`src/rtl/fetch_sequencer.sv`:
```
// fetch_sequencer: instruction fetch / PC sequencer with one instruction in flight.
// It fetches the word at pc from instruction memory and hands it to decode. It then
// waits for the control unit's resolved outcome and uses it to pick the next pc.
//
// state   | meaning
// --------+---------------------------------------------------------------
// FETCH   | imem_req_o high at pc, waiting for imem_ack_i
// ISSUE   | instr_o/instr_valid_o presented, waiting for instr_ready_i
// RESOLVE | waiting for the ctrl_valid_i pulse carrying the outcome
// HALTED  | core stopped; only rst_n_i leaves this state
//
// Ports:
//   clk_i, rst_n_i                 clock, asynchronous active-low reset
//   imem_req_o/addr_o/ack_i/rdata_i instruction memory handshake
//   instr_o/instr_valid_o/ready_i  issue handshake to decode
//   ctrl_valid_i, branch_i, jump_i, halt_i, cond_true_i, target_i  resolved outcome
//   flush_i, flush_pc_i            redirect request
//   link_pc_o, halted_o, retire_count_o  status outputs
module fetch_sequencer #(
  parameter int unsigned PC_WIDTH    = 16,
  parameter int unsigned INSTR_WIDTH = 16,
  parameter int unsigned RESET_PC    = 0,
  parameter int unsigned CNT_WIDTH   = 16
) (
  input  logic                   clk_i,
  input  logic                   rst_n_i,
  output logic                   imem_req_o,
  output logic [PC_WIDTH-1:0]    imem_addr_o,
  input  logic                   imem_ack_i,
  input  logic [INSTR_WIDTH-1:0] imem_rdata_i,
  output logic [INSTR_WIDTH-1:0] instr_o,
  output logic                   instr_valid_o,
  input  logic                   instr_ready_i,
  input  logic                   ctrl_valid_i,
  input  logic                   branch_i,
  input  logic                   jump_i,
  input  logic                   halt_i,
  input  logic                   cond_true_i,
  input  logic [PC_WIDTH-1:0]    target_i,
  input  logic                   flush_i,
  input  logic [PC_WIDTH-1:0]    flush_pc_i,
  output logic [PC_WIDTH-1:0]    link_pc_o,
  output logic                   halted_o,
  output logic [CNT_WIDTH-1:0]   retire_count_o
);

  typedef enum logic [1:0] {
    FETCH   = 2'd0,
    ISSUE   = 2'd1,
    RESOLVE = 2'd2,
    HALTED  = 2'd3
  } state_e;

  state_e                 state_q, state_d;
  logic [PC_WIDTH-1:0]    pc_q, pc_d;
  logic                   req_q, req_d;
  logic [INSTR_WIDTH-1:0] instr_q, instr_d;
  logic                   valid_q, valid_d;
  logic [PC_WIDTH-1:0]    link_q, link_d;
  logic                   halted_q, halted_d;
  logic [CNT_WIDTH-1:0]   cnt_q, cnt_d;

  logic [PC_WIDTH-1:0]    pc_inc;

  assign pc_inc = pc_q + PC_WIDTH'(1);

  always_ff @(posedge clk_i or negedge rst_n_i) begin
    if (!rst_n_i) begin
      state_q  <= FETCH;
      pc_q     <= PC_WIDTH'(RESET_PC);
      req_q    <= 1'b0;
      instr_q  <= '0;
      valid_q  <= 1'b0;
      link_q   <= '0;
      halted_q <= 1'b0;
      cnt_q    <= '0;
    end else begin
      state_q  <= state_d;
      pc_q     <= pc_d;
      req_q    <= req_d;
      instr_q  <= instr_d;
      valid_q  <= valid_d;
      link_q   <= link_d;
      halted_q <= halted_d;
      cnt_q    <= cnt_d;
    end
  end

  always_comb begin
    state_d  = state_q;
    pc_d     = pc_q;
    req_d    = req_q;
    instr_d  = instr_q;
    valid_d  = valid_q;
    link_d   = link_q;
    halted_d = halted_q;
    cnt_d    = cnt_q;

    // A redirect overrides anything else this cycle. The request drops for
    // one cycle, and FETCH then re-raises it at the new pc.
    if (flush_i && state_q != HALTED) begin
      pc_d    = flush_pc_i;
      valid_d = 1'b0;
      req_d   = 1'b0;
      state_d = FETCH;
    end else begin
      case (state_q)
        FETCH: begin
          req_d = 1'b1;
          // An ack counts only while the request is actually visible.
          if (req_q && imem_ack_i) begin
            instr_d = imem_rdata_i;
            valid_d = 1'b1;
            req_d   = 1'b0;
            state_d = ISSUE;
          end
        end
        ISSUE: begin
          if (instr_ready_i) begin
            valid_d = 1'b0;
            state_d = RESOLVE;
          end
        end
        RESOLVE: begin
          if (ctrl_valid_i) begin
            link_d = pc_inc;
            cnt_d  = cnt_q + CNT_WIDTH'(1);
            if (halt_i) begin
              halted_d = 1'b1;
              state_d  = HALTED;
            end else begin
              if (jump_i || (branch_i && cond_true_i)) pc_d = target_i;
              else                                     pc_d = pc_inc;
              // The request is raised on the resolve edge itself, which gives
              // the three-edge best-case loop.
              req_d   = 1'b1;
              state_d = FETCH;
            end
          end
        end
        HALTED: begin
          req_d   = 1'b0;
          valid_d = 1'b0;
        end
        default: state_d = FETCH;
      endcase
    end
  end

  assign imem_req_o     = req_q;
  assign imem_addr_o    = pc_q;
  assign instr_o        = instr_q;
  assign instr_valid_o  = valid_q;
  assign link_pc_o      = link_q;
  assign halted_o       = halted_q;
  assign retire_count_o = cnt_q;

endmodule

```
`config.mk`:
```
export PLATFORM = sky130hd
export DESIGN_NAME = fetch_sequencer
export DESIGN_NICKNAME = d
export VERILOG_FILES = /design/src/rtl/fetch_sequencer.sv
export SDC_FILE = /design/constraint.sdc
export NUM_CORES = 1
export LEC_CHECK = 0
export ABC_AREA = 0
export CORE_ASPECT_RATIO = 1.1
export CORE_MARGIN = 2
export CORE_UTILIZATION = 49
export CTS_CLUSTER_DIAMETER = 60
export CTS_CLUSTER_SIZE = 20
export DETAILED_ROUTE_END_ITERATION = 10
export PLACE_DENSITY = 0.95
export SLEW_MARGIN = 20
export SYNTH_ARGS = -nofsm -noshare
export SYNTH_HDL_FRONTEND = slang
export SYNTH_SLANG_ARGS = --single-unit
```
`constraint.sdc`:
```
create_clock -name clk_i -period 6 [get_ports clk_i]
set_clock_uncertainty 0.2 [all_clocks]
set_input_delay 1.2 -clock clk_i [delete_from_list [all_inputs] [get_ports clk_i]]
set_output_delay 1.2 -clock clk_i [all_outputs]
set_load 0.005 [all_outputs]
```
==> After elaboration in Yosys (flattened, before gate mapping) <==
Index checks and enable logic that the tools add are counted.
{ "totals": {"in_bits": 58, "register_bits": 69, "out_inout_bits": 67, "elab_cells": 57} }
{ "classes": {"n_bitwise": 1, "n_mux": 20, "n_reduce_logical": 17, "addsub": 2, "n_eq_ne": 9} }
{ "op_table": {"columns": ["operator", "n"], "rows": [
  ["$mux 16", 5],
  ["$add 16x1->16 const B", 2],
  ["$reduce_and 3->1", 5],
  ["$ne 3x3->1 const B", 4],
  ["$reduce_bool 4->1", 3],
  ["$mux 2", 5],
  ["$reduce_and 4->1", 2],
  ["$mux 1", 7],
  ["$pmux 1 s3", 2],
  ["$pmux 2 s3", 1],
  ["$eq 2x2->1 const B", 2],
  ["$reduce_bool 2->1", 2],
  ["$logic_and 1x1->1", 3],
  ["$eq 2x1->1 const B", 1],
  ["$logic_not 2->1", 1],
  ["$ne 2x1->1 const B", 1],
  ["$ne 2x2->1 const B", 1],
  ["$logic_or 1x1->1", 1],
  ["$not 1->1", 1]
]} }

==> Longest topological paths before layout <==
Gate-level depths: netlist (run 1).
{ "depth": {"word_depth": 7, "ltp_mapped": 8, "ltp_nobuf": 6} }

==> Least setup slack after synthesis (run 1) <==
OpenSTA, ideal clock, no wires.
{ "synth_timing": {"path_kind": "input port to flip-flop", "startpoint": "in flush_i", "endpoint": "reg instr_q[10] (netlist: instr_o[10])", "n_path_buf": 2, "path_stages": 5, "setup_time_ns": 0.125, "slack_ns": 3.349, "required_ns": 5.675, "arrival_ns": 2.326, "path_cell_list": "nor2b_1 buf_2 nor3_4 buf_4 mux2_2"} }
{ "synth_between": {"elab_chain_cells": 3} }
{ "synth_rtl": {"columns": ["item", "line_no", "text"], "rows": [
  ["start: declaration", "40", "input logic flush_i,"],
  ["$logic_and 1x1->1", "101", "if (flush_i && state_q != HALTED) begin"],
  ["$not 1->1 (no source line)", null, null],
  ["$reduce_and 3->1 (no source line)", null, null],
  ["end signal: assignment", "81", "instr_q <= instr_d;"],
  ["end: declaration", "57", "logic [INSTR_WIDTH-1:0] instr_q, instr_d;"]
]} }
Every way passes these cells.
A chain may end at the register's enable or synchronous reset.

==> Final worst setup path (run 1) <==
{ "layout_timing": {"startpoint": "in flush_i", "endpoint": "reg instr_q[7] (netlist: instr_o[7])"} }
Same word-level chain as after synthesis.

==> flow_summary.json, run 1 <==
{
  "cp.arrival_ns": 3.24,
  "synth_seq_cells": 69,
  "cts_tree": "done",
  "slew_headroom_pct": 43.61,
  "powerDensity_mw_per_mm2": 357.4,
  "end_kind": "flop",
  "area_delta_synth_final_pct": 41.20,
  "port_buffers": 124,
  "postCtsSetupRepairBufs": 0,
  "pin_count": 125,
  "start_util_pct": 50.95,
  "detailroute.via_count": 3326,
  "reg2reg_depth": 5,
  "dp_hpwl_mm": 6.994,
  "drt_wl_total_mm": 9.578,
  "path_cells": "clkdlybuf4s50_1, nor2b_2, buf_4, nor3_4, mux2_2",
  "grt_max_degree": 70,
  "crit_path_start": "flush_i",
  "ys.warnings.count": 0,
  "synth_top_flop_cell": "dfrtp_1",
  "core_area_mm2": 0.007087,
  "clk_path_buf_depth": 2,
  "power_frac_clock_pct": 21.4,
  "hold_viol": 0,
  "synth_edf_count": 0,
  "dr.first_iter.drc_count": 252,
  "power.internal_uw": 1232,
  "fin_cells": 563,
  "path_class": "primary input to flop",
  "crit_required_ns": 6.04,
  "max_freq_mhz": 312.6,
  "post-route-period-util_pct": 53.32,
  "cts_hold_buf": 0,
  "grt_pass1_vias": 3195,
  "cts-buffers-inserted": 9,
  "violations": "design-rule violations",
  "antenna_found_initial": 0,
  "cp.depth": 5,
  "path_delay_family": "simple AND/OR/NAND/NOR gates",
  "std_cell_rows": 32,
  "slowest_stage": "nor3_4",
  "r2r-start": "state_q[0]",
  "routed_via_density": 5.908,
  "status": "finished, violations left",
  "fin_tns_setup_ns": 0,
  "path_clk_slew_ns": 0.07,
  "gp_congestion": 0.8496,
  "peakVddDrop_mv": 0.1550,
  "crit_path_end": "instr_o[7]",
  "crit_path_max_fanout": 27,
  "combPwrFrac_pct": 38.4,
  "detail-route-antenna-nets": 0,
  "async_reset_ff_share_pct": 100.0,
  "synth_area_mm2": 0.003611,
  "r2r_slack_ns": 3.30,
  "dr.pass1.iters": 9,
  "power_frac_seq_pct": 40.2,
  "cts_resized": 0,
  "track_usage_pct": 24.22,
  "grt_pass1_wl_mm": 15.32,
  "grt_overflow": 0,
  "rsz0062_at_grt": "false",
  "cts.sinks": 69,
  "met1_usage_pct": 31.02,
  "cp.buffers_inverters": 2,
  "p_switching_uw": 590.4,
  "busiest_layer": "met2",
  "wl_per_cell_um": 17.01,
  "p_sw_share_pct": 32.39,
  "grtUsageMet2_pct": 40.56,
  "die_x_um": 85.85,
  "start_kind": "primary input",
  "syn_avg_cell_area_um2": 10.23,
  "finalMaxSlewViolations": 0,
  "die_h_um": 94.04,
  "syn_inst": 353,
  "hold_class": "flop to flop",
  "final_nets": 538,
  "ys_seq_area_share_pct": 47.82,
  "setup_viol": 0,
  "final_layout_size_suffix_gt1_share_pct": 12.34,
  "met3_usage_pct": 3.515,
  "cap_violations": 0,
  "die_area_mm2": 0.008073,
  "h-tree-depth": 3,
  "synthDistinctLibCells": 56,
  "synth.net_count": 418,
  "num-fill-cells": 506,
  "timing.rr.end": "link_pc_o[12]",
  "critical_path.max_stage_delay_ns": 0.67,
  "n_antenna_cell": 0,
  "worst_pin_slew_ns": 0.8459,
  "period_needed_ns": 3.199,
  "place_inst": 547,
  "drc": 14,
  "cts_root_buf": "clkbuf_8",
  "clkLatencyLatePin_ns": 0.36,
  "p_leak_uw": 0.002120,
  "whs_ns": 0.2891
}
[placed cells by master, fill, tap and decap left out, types with 3 or more instances in the layout]
| master | netlist | routed |
|---|---|---|
| a21o_1 | 5 | 5 |
| nor3_1 | 5 | 5 |
| o21a_1 | 3 | 3 |
| o21ai_0 | 24 | 24 |
| nand3b_1 | 3 | 3 |
| buf_4 | 1 | 3 |
| a22oi_1 | 3 | 3 |
| a31oi_1 | 10 | 10 |
| clkinv_4 | 0 | 3 |
| nand4_1 | 8 | 8 |
| and3_1 | 6 | 6 |
| ha_1 | 7 | 7 |
| or3b_2 | 4 | 4 |
| o31ai_1 | 5 | 5 |
| nand3_1 | 16 | 16 |
| nand2b_1 | 3 | 3 |
| o22ai_1 | 3 | 3 |
| a21oi_1 | 8 | 8 |
| nand2_1 | 38 | 38 |
| mux2_2 | 18 | 18 |
| xnor2_1 | 20 | 20 |
| clkbuf_8 | 0 | 9 |
| a31o_2 | 5 | 5 |
| xor2_1 | 3 | 3 |
| nor4_1 | 3 | 3 |
| dfrtp_1 | 69 | 69 |
| or3_1 | 4 | 4 |
| clkdlybuf4s50_1 | 0 | 123 |
| nor2_1 | 21 | 20 |
| inv_1 | 8 | 8 |
[layout make-up]
type | instances | area [um^2] | area share (%)
Inverter | 8 | 30.03 | 0.5890
Tap cell | 85 | 106.4 | 2.086
Clock buffer | 9 | 123.9 | 2.429
Multi-Input combinational cell | 258 | 1772 | 34.75
Timing Repair Buffer | 127 | 1259 | 24.69
Sequential cell | 69 | 1727 | 33.87
Clock inverter | 7 | 81.33 | 1.595
[power groups by stage]
stage | registers (uW) | logic (uW) | clock network, uW
floorplan | 725 | 309 | 0
CTS | 730 | 704 | 394
global route | 754 | 760 | 418
detailed placement | 739 | 702 | 0
finish | 732 | 700 | 390
global placement | 731 | 677 | 0
[cell families after synthesis]
family	count (synthesis)	synth area share, %
and+or+nand+nor	127	19.96
xor gates and xnor gates	23	5.579
muxes	20	6.168
DFF	69	47.82
AOI/OAI and AO/OA	81	14.80
adders and majority gates	7	2.425
buffers and inverters	26	3.257
[state kept, by name, indices dropped and copies added, names as in the netlist]
name,cells
retire_count_o,16
instr_valid_o,1
instr_o,16
link_pc_o,16
imem_req_o,1
state_q,2
halted_o,1
imem_addr_o,16
[how the worst min path moves through the flow]
stage	from	to	slack [ns]	depth (start not counted)
2_1_floorplan	halted_o	halted_o	0.25	1
3_3_place_gp	retire_count_o[15]	retire_count_o[15]	0.26	1
3_5_place_dp	retire_count_o[15]	retire_count_o[15]	0.27	1
4_1_cts	link_pc_o[0]	link_pc_o[0]	0.29	2
5_1_grt	halted_o	halted_o	0.32	1
6_report	link_pc_o[0]	link_pc_o[0]	0.29	2
[through the flow]
stage | power (uW) | util (%) | setup slack, ns | instance area (um^2)
final | 1823 | 71.95 | 2.801 | 5099
after global routing | 1931 | 71.95 | 2.591 | 5099
after CTS | 1828 | 71.91 | 2.619 | 5096
after detailed placement | 1440 | 69.01 | 2.261 | 4891
after global placement | 1408 | 69.01 | 2.392 | 4891
after floorplan | 1034 | - | 3.349 | 3611
[routing by layer]
layer | share of wire, % | routed length, um
met5 | 0 | 0
met4 | 2.7 | 257
met3 | 8.7 | 835
met2 | 49 | 4693
met1 | 40 | 3792
[worst min-delay path: cells and delay by family, from the launching register on]
kind / cells / cell delay [ns]
AOI/OAI and AO/OA: 1 / 0.06
DFF: 1 / 0.35
and+or+nand+nor: 1 / 0.05
[synth_stat cells, types with 2 or more instances]
master | n | area share [%]
a21oi_1 | 8 | 1.1
a31o_2 | 5 | 1.2
a221oi_1 | 2 | 0.49
nor4_1 | 3 | 0.52
o31ai_1 | 5 | 1.0
nand3_1 | 16 | 2.2
o21ai_0 | 24 | 3.3
nor2_1 | 21 | 2.2
inv_1 | 8 | 0.83
a2bb2oi_1 | 2 | 0.49
o21a_1 | 3 | 0.62
o22ai_1 | 3 | 0.52
mux2i_1 | 2 | 0.55
a21o_1 | 5 | 1.0
buf_2 | 6 | 0.83
nor3_1 | 5 | 0.69
dfrtp_1 | 69 | 48
nand4_1 | 8 | 1.4
nor2b_1 | 2 | 0.35
clkbuf_1 | 9 | 0.94
nor4_4 | 2 | 1.2
nand2b_1 | 3 | 0.52
nand2_1 | 38 | 4.0
or3_1 | 4 | 0.69
o22a_1 | 2 | 0.49
and3_1 | 6 | 1.0
and2_1 | 2 | 0.35
a31oi_1 | 10 | 1.7
a22oi_1 | 3 | 0.62
ha_1 | 7 | 2.4
nand3b_1 | 3 | 0.62
o21ai_1 | 2 | 0.28
or3b_2 | 4 | 0.97
xor2_1 | 3 | 0.73
mux2_2 | 18 | 5.6
xnor2_1 | 20 | 4.9
(Power assumes the default switching activity.)
==> inputs of run 2 (changes only) <==
--- a/config.mk
+++ b/config.mk
@@ -8,11 +8,11 @@
 export ABC_AREA = 0
 export CORE_ASPECT_RATIO = 1.1
 export CORE_MARGIN = 2
-export CORE_UTILIZATION = 49
+export CORE_UTILIZATION = 41
 export CTS_CLUSTER_DIAMETER = 60
 export CTS_CLUSTER_SIZE = 20
 export DETAILED_ROUTE_END_ITERATION = 10
-export PLACE_DENSITY = 0.95
+export PLACE_DENSITY = 0.88
 export SLEW_MARGIN = 20
 export SYNTH_ARGS = -nofsm -noshare
 export SYNTH_HDL_FRONTEND = slang
==> constraint.sdc (replaced) <==
create_clock -name clk_i -period 2.8 [get_ports clk_i]
set_clock_uncertainty 0.2 [all_clocks]
set_input_delay 0.56 -clock clk_i [delete_from_list [all_inputs] [get_ports clk_i]]
set_output_delay 0.56 -clock clk_i [all_outputs]
set_load 0.005 [all_outputs]
==> run 2 against run 1 <==
Effect of this change:
- the run now ends clean
- largest power group unchanged
- count of clock-buffer cells in the layout is 3 higher
- power is 110% higher
- register-to-register slack worse by 2.9 ns
- design area is 1.8% higher
- via count is 1.1% lower
- cell count is 6.0% higher
- sequential share of layout area is 0.59 points lower
- first-iteration DRC count is 60% lower
- core utilization is 11 points lower
- critical path type is now flop to flop
==> flow_summary.json, run 2 (same netlist as run 1, synthesis figures left out) <==
{
  "std_cell_rows": 35,
  "status": "complete, no violations",
  "final_area_mm2": 0.005189,
  "post-route-period-util_pct": 86.70,
  "finalMaxSlewViolations": 0,
  "dp_hpwl_mm": 7.274,
  "area_delta_synth_final_pct": 43.69,
  "gp_congestion": 0.9002,
  "cts-buffers-inserted": 9,
  "routed_via_density": 5.508,
  "cts_root_buf": "clkbuf_8",
  "cap_violations": 0,
  "powerDensity_mw_per_mm2": 748.7,
  "fin_tns_setup_ns": 0,
  "die_x_um": 93.48,
  "core_area_mm2": 0.008452,
  "die_area_mm2": 0.009575,
  "port_buffers": 124,
  "layout_setup_ws_ns": 0.3724,
  "cts_hold_buf": 0,
  "hold_viol": 0,
  "dpl_cell_area_mm2": 0.004996,
  "combPwrFrac_pct": 38.8,
  "cp.arrival_ns": 2.45,
  "start_kind": "flop",
  "cts_resized": 0,
  "setup_viol": 0,
  "grt_overflow": 0,
  "start_util_pct": 42.72,
  "cts.sinks": 69,
  "cts_tree": "done",
  "final_common_cell": "clkdlybuf4s50_1",
  "die_h_um": 102.4,
  "final_layout_size_suffix_gt1_share_pct": 13.17,
  "drt_wl_total_mm": 9.649,
  "post-place-ws_ns": 0.09833,
  "crit_required_ns": 2.82,
  "crit_path_max_fanout": 16,
  "wl_per_cell_um": 16.16,
  "grt_pass1_wl_mm": 15.47,
  "grt_max_degree": 45,
  "final_nets": 546,
  "finalPower_uw": 3885,
  "detail-route-antenna-nets": 0,
  "dr.first_iter.drc_count": 101,
  "antenna_found_initial": 0,
  "path_class": "flop to flop",
  "dr.pass1.iters": 4,
  "h-tree-depth": 3,
  "hold_class": "primary input to asynchronous set/reset pin",
  "drc": 0,
  "detailroute.via_count": 3288,
  "slew_headroom_pct": 31.20,
  "peakVddDrop_mv": 0.3224,
  "max_freq_mhz": 411.9,
  "power_frac_clock_pct": 20.7,
  "clk_path_buf_depth": 2,
  "postCtsSetupRepairBufs": 0,
  "clkLatencyLatePin_ns": 0.33,
  "power_frac_seq_pct": 40.5,
  "worst_pin_slew_ns": 1.028,
  "p_leak_uw": 0.002159,
  "pin_count": 125,
  "p_switching_uw": 1216,
  "p_sw_share_pct": 31.29,
  "rsz0062_at_grt": "false",
  "power.internal_uw": 2669,
  "final_cell_mix": "clkdlybuf4s50_1 (123), dfrtp_1 (69), nand2_1 (38)",
  "path_clk_slew_ns": 0.08,
  "end_kind": "flop",
  "n_antenna_cell": 0,
  "period_needed_ns": 2.428,
  "track_usage_pct": 20.42,
  "grt_pass1_vias": 3160
}
run 2: cell count changes in the layout (fill, tap and decap cells not counted):
cell and delta:
inv_6 -2, buf_4 +7, clkbuf_1 +2, clkinv_4 -3
buf_12 +1, clkbuf_8 +1, nor2_1 +1, nor2_2 -1
clkinv_2 +2
run 2: metrics by stage:
step                util, %  std cells  hold slack, ns
floorplan                 -        353         0.06441
global route          61.39        597         0.07639
CTS                   61.39        597         0.04757
global placement      59.11        581          0.2610
detailed placement    59.11        581          0.2638
finish                61.39        597         0.04140
run 2: cell type report:
type	instances	area, um^2
clock buffers	12	145.1
clock inverters	4	47.55
fillers	723	3263
inverters	8	30.03
multi-input cells	258	1769
flip-flops and latches	69	1727
well taps	111	138.9
repair buffers	135	1331
run 2: power by group through the flow:
stage,sequential (uW),combinational [uW],clock [uW]
2_1_floorplan,1550,663,0
3_3_place_gp,1580,1470,0
3_5_place_dp,1590,1520,0
4_1_cts,1570,1520,823
5_1_grt,1620,1640,863
6_report,1570,1510,804
run 2: worst paths after layout:
kind | start | end | slack [ns] | depth (start not counted)
max | state_q[0] | instr_o[14] | 0.37 | 5
min | rst_n_i | retire_count_o[7] | 0.04 | 1
max reg2reg | state_q[0] | instr_o[14] | 0.37 | 5
min reg2reg | retire_count_o[15] | retire_count_o[15] | 0.27 | 1
max in group asynchronous | rst_n_i | imem_addr_o[15] | 1.71 | 2
min in group clk_i | retire_count_o[15] | retire_count_o[15] | 0.27 | 1
run 2: layer usage:
layer / vias up / routed length (um) / part of all wire (%) / global-route usage [%]
met1: 1611 / 4018 / 42 / 27.04
met4: 0 / 165 / 1.7 / 6.561
met3: 16 / 649 / 6.7 / 4.425
met5: - / 0 / 0 / 0
li1: 1535 / - / - / -
met2: 126 / 4815 / 50 / 33.59
run 2: critical path, cell delays in order (launching register included):
cell and delay (ns):
dfrtp_1 0.43, ha_1 0.35, nor2b_2 0.09, buf_4 0.17
nor3_4 0.64, mux2_2 0.41
==> inputs of run 3 (changes only) <==
--- a/config.mk
+++ b/config.mk
@@ -8,11 +8,11 @@
 export ABC_AREA = 0
 export CORE_ASPECT_RATIO = 1.1
 export CORE_MARGIN = 2
-export CORE_UTILIZATION = 41
+export CORE_UTILIZATION = 49
 export CTS_CLUSTER_DIAMETER = 60
 export CTS_CLUSTER_SIZE = 20
 export DETAILED_ROUTE_END_ITERATION = 10
-export PLACE_DENSITY = 0.88
+export PLACE_DENSITY = 0.92
 export SLEW_MARGIN = 20
 export SYNTH_ARGS = -nofsm -noshare
 export SYNTH_HDL_FRONTEND = slang
==> constraint.sdc (replaced) <==
create_clock -name clk_i -period 3.1 [get_ports clk_i]
set_clock_uncertainty 0.2 [all_clocks]
set_input_delay 0.62 -clock clk_i [delete_from_list [all_inputs] [get_ports clk_i]]
set_output_delay 0.62 -clock clk_i [all_outputs]
set_load 0.005 [all_outputs]
==> run 3 against run 2 <==
Effect of this change:
- the run now ends with design-rule violations left
- sequential cell count unchanged
- combinational power down 11%
- non-clock buffer count down 3
- worst hold slack better by 0.012 ns
- first-iteration DRC count rose to 2.7 times the previous value
- clock power down 24%
- register-to-register slack better by 0.28 ns
- power down 13%
==> flow_summary.json, run 3 (same netlist as run 1, synthesis figures left out) <==
{
  "whs_ns": 0.05301,
  "power_frac_seq_pct": 42.1,
  "fin_tns_setup_ns": 0,
  "power_frac_clock_pct": 18.0,
  "cts.sinks": 69,
  "post-route-period-util_pct": 80.20,
  "peakVddDrop_mv": 0.2992,
  "core_area_mm2": 0.007087,
  "reg2reg_depth": 6,
  "final_cell_mix": "clkdlybuf4s50_1 (123), dfrtp_1 (69), nand2_1 (38)",
  "end_kind": "flop",
  "area_delta_synth_final_pct": 40.75,
  "cts_root_buf": "clkbuf_8",
  "die_h_um": 94.04,
  "routed_via_density": 5.795,
  "wl_per_cell_um": 16.93,
  "violations": "design-rule violations",
  "timing.rr.end": "retire_count_o[13]",
  "dp_hpwl_mm": 7.129,
  "cts_resized": 0,
  "cts_hold_buf": 0,
  "rsz0062_at_grt": "false",
  "cts-buffers-inserted": 9,
  "final_common_cell": "clkdlybuf4s50_1",
  "grt_pass1_vias": 3235,
  "crit_path_start": "flush_i",
  "cp.arrival_ns": 2.53,
  "detailroute.via_count": 3274,
  "p_sw_share_pct": 31.86,
  "pin_count": 125,
  "combPwrFrac_pct": 39.9,
  "clkLatencyLatePin_ns": 0.34,
  "detail-route-antenna-nets": 0,
  "start_util_pct": 50.95,
  "p_switching_uw": 1080,
  "port_buffers": 124,
  "grt_max_degree": 27,
  "slew_headroom_pct": 48.57,
  "antenna_found_initial": 0,
  "dr.first_iter.drc_count": 273,
  "busiest_layer": "met2",
  "crit_path_max_fanout": 11,
  "place_inst": 552,
  "cap_violations": 0,
  "met1_usage_pct": 29.74,
  "hold_class": "primary input to asynchronous set/reset pin",
  "num-fill-cells": 500,
  "crit_required_ns": 3.15,
  "path_clk_slew_ns": 0.07,
  "path_class": "primary input to flop",
  "drc": 12,
  "power.internal_uw": 2309,
  "seqCellArea_mm2": 0.001727,
  "fin_cells": 565,
  "gp_congestion": 0.8483,
  "status": "finished, violations left",
  "crit_path_end": "imem_addr_o[14]",
  "p_leak_uw": 0.002121,
  "final_nets": 543,
  "finalMaxSlewViolations": 0,
  "final_layout_size_suffix_gt1_share_pct": 12.29,
  "std_cell_rows": 32,
  "met3_usage_pct": 4.569,
  "setup_viol": 0,
  "die_area_mm2": 0.008073,
  "r2r_slack_ns": 0.65,
  "max_freq_mhz": 402.2,
  "multiInputGateArea_mm2": 0.001769,
  "powerDensity_mw_per_mm2": 666.8,
  "r2r-start": "state_q[0]",
  "cts_tree": "done",
  "n_antenna_cell": 0,
  "grt_pass1_wl_mm": 15.29,
  "h-tree-depth": 3,
  "hold_viol": 0,
  "start_kind": "primary input",
  "postCtsSetupRepairBufs": 0,
  "dr.pass1.iters": 9,
  "grt_overflow": 0,
  "drt_wl_total_mm": 9.568,
  "track_usage_pct": 24.24,
  "clk_path_buf_depth": 2,
  "grtUsageMet2_pct": 41.99,
  "worst_pin_slew_ns": 0.7655,
  "die_x_um": 85.85,
  "period_needed_ns": 2.486
}
[run 3: cell types whose count changed in the layout (fill, tap and decap cells not counted)]
| cell | delta |
|---|---|
| bufinv_16 | -1 |
| clkinv_2 | -1 |
| buf_12 | -1 |
| buf_4 | -2 |
| clkbuf_1 | -1 |
[run 3: power by group through the flow]
stage | combinational (uW) | clock, uW | sequential, uW
floorplan | 599 | 0 | 1400
global placement | 1310 | 0 | 1420
detailed placement | 1360 | 0 | 1440
CTS | 1360 | 616 | 1420
global route | 1480 | 654 | 1460
finish | 1350 | 611 | 1430
[run 3: layout make-up]
class / count / share of cell area, %
Timing Repair Buffer: 132 / 25.50
Clock inverter: 2 / 0.2462
Sequential cell: 69 / 33.97
Clock buffer: 11 / 2.782
Tap cell: 85 / 2.093
Inverter: 8 / 0.5908
Multi-Input combinational cell: 258 / 34.81
[run 3: per-layer routing]
| metal | part of all wire (%) | up-vias |
|---|---|---|
| li1 | - | 1525 |
| met1 | 40 | 1572 |
| met2 | 50 | 156 |
| met3 | 7.7 | 21 |
| met4 | 1.8 | 0 |
| met5 | 0 | - |
[run 3: worst max-delay path, stage by stage]
cell and delay (ns):
clkdlybuf4s50_1 0.58, nor2b_2 0.48, buf_4 0.28, nor2_1 0.12, a31o_2 0.26, a22oi_1 0.18
[run 3: worst min-delay path by stage]
| stage | startpoint | endpoint | slack, ns | cells after the start |
|---|---|---|---|---|
| finish | rst_n_i | retire_count_o[11] | 0.05 | 1 |
| CTS | rst_n_i | retire_count_o[11] | 0.07 | 1 |
| global route | rst_n_i | retire_count_o[11] | 0.11 | 1 |
| global placement | retire_count_o[15] | retire_count_o[15] | 0.26 | 1 |
| floorplan | rst_n_i | halted_o | 0.12 | 0 |
| detailed placement | halted_o | halted_o | 0.26 | 1 |
[run 3: per-stage QoR]
step                total power, uW  worst slack [ns]  util, %  instance area [um^2]
finish                         3389            0.6138    71.72                  5082
global route                   3589            0.4713    71.72                  5082
CTS                            3402            0.6316    71.72                  5082
detailed placement             2793            0.2736    69.54                  4928
global placement               2734            0.3594    69.54                  4928
floorplan                      2002             1.004        -                  3611
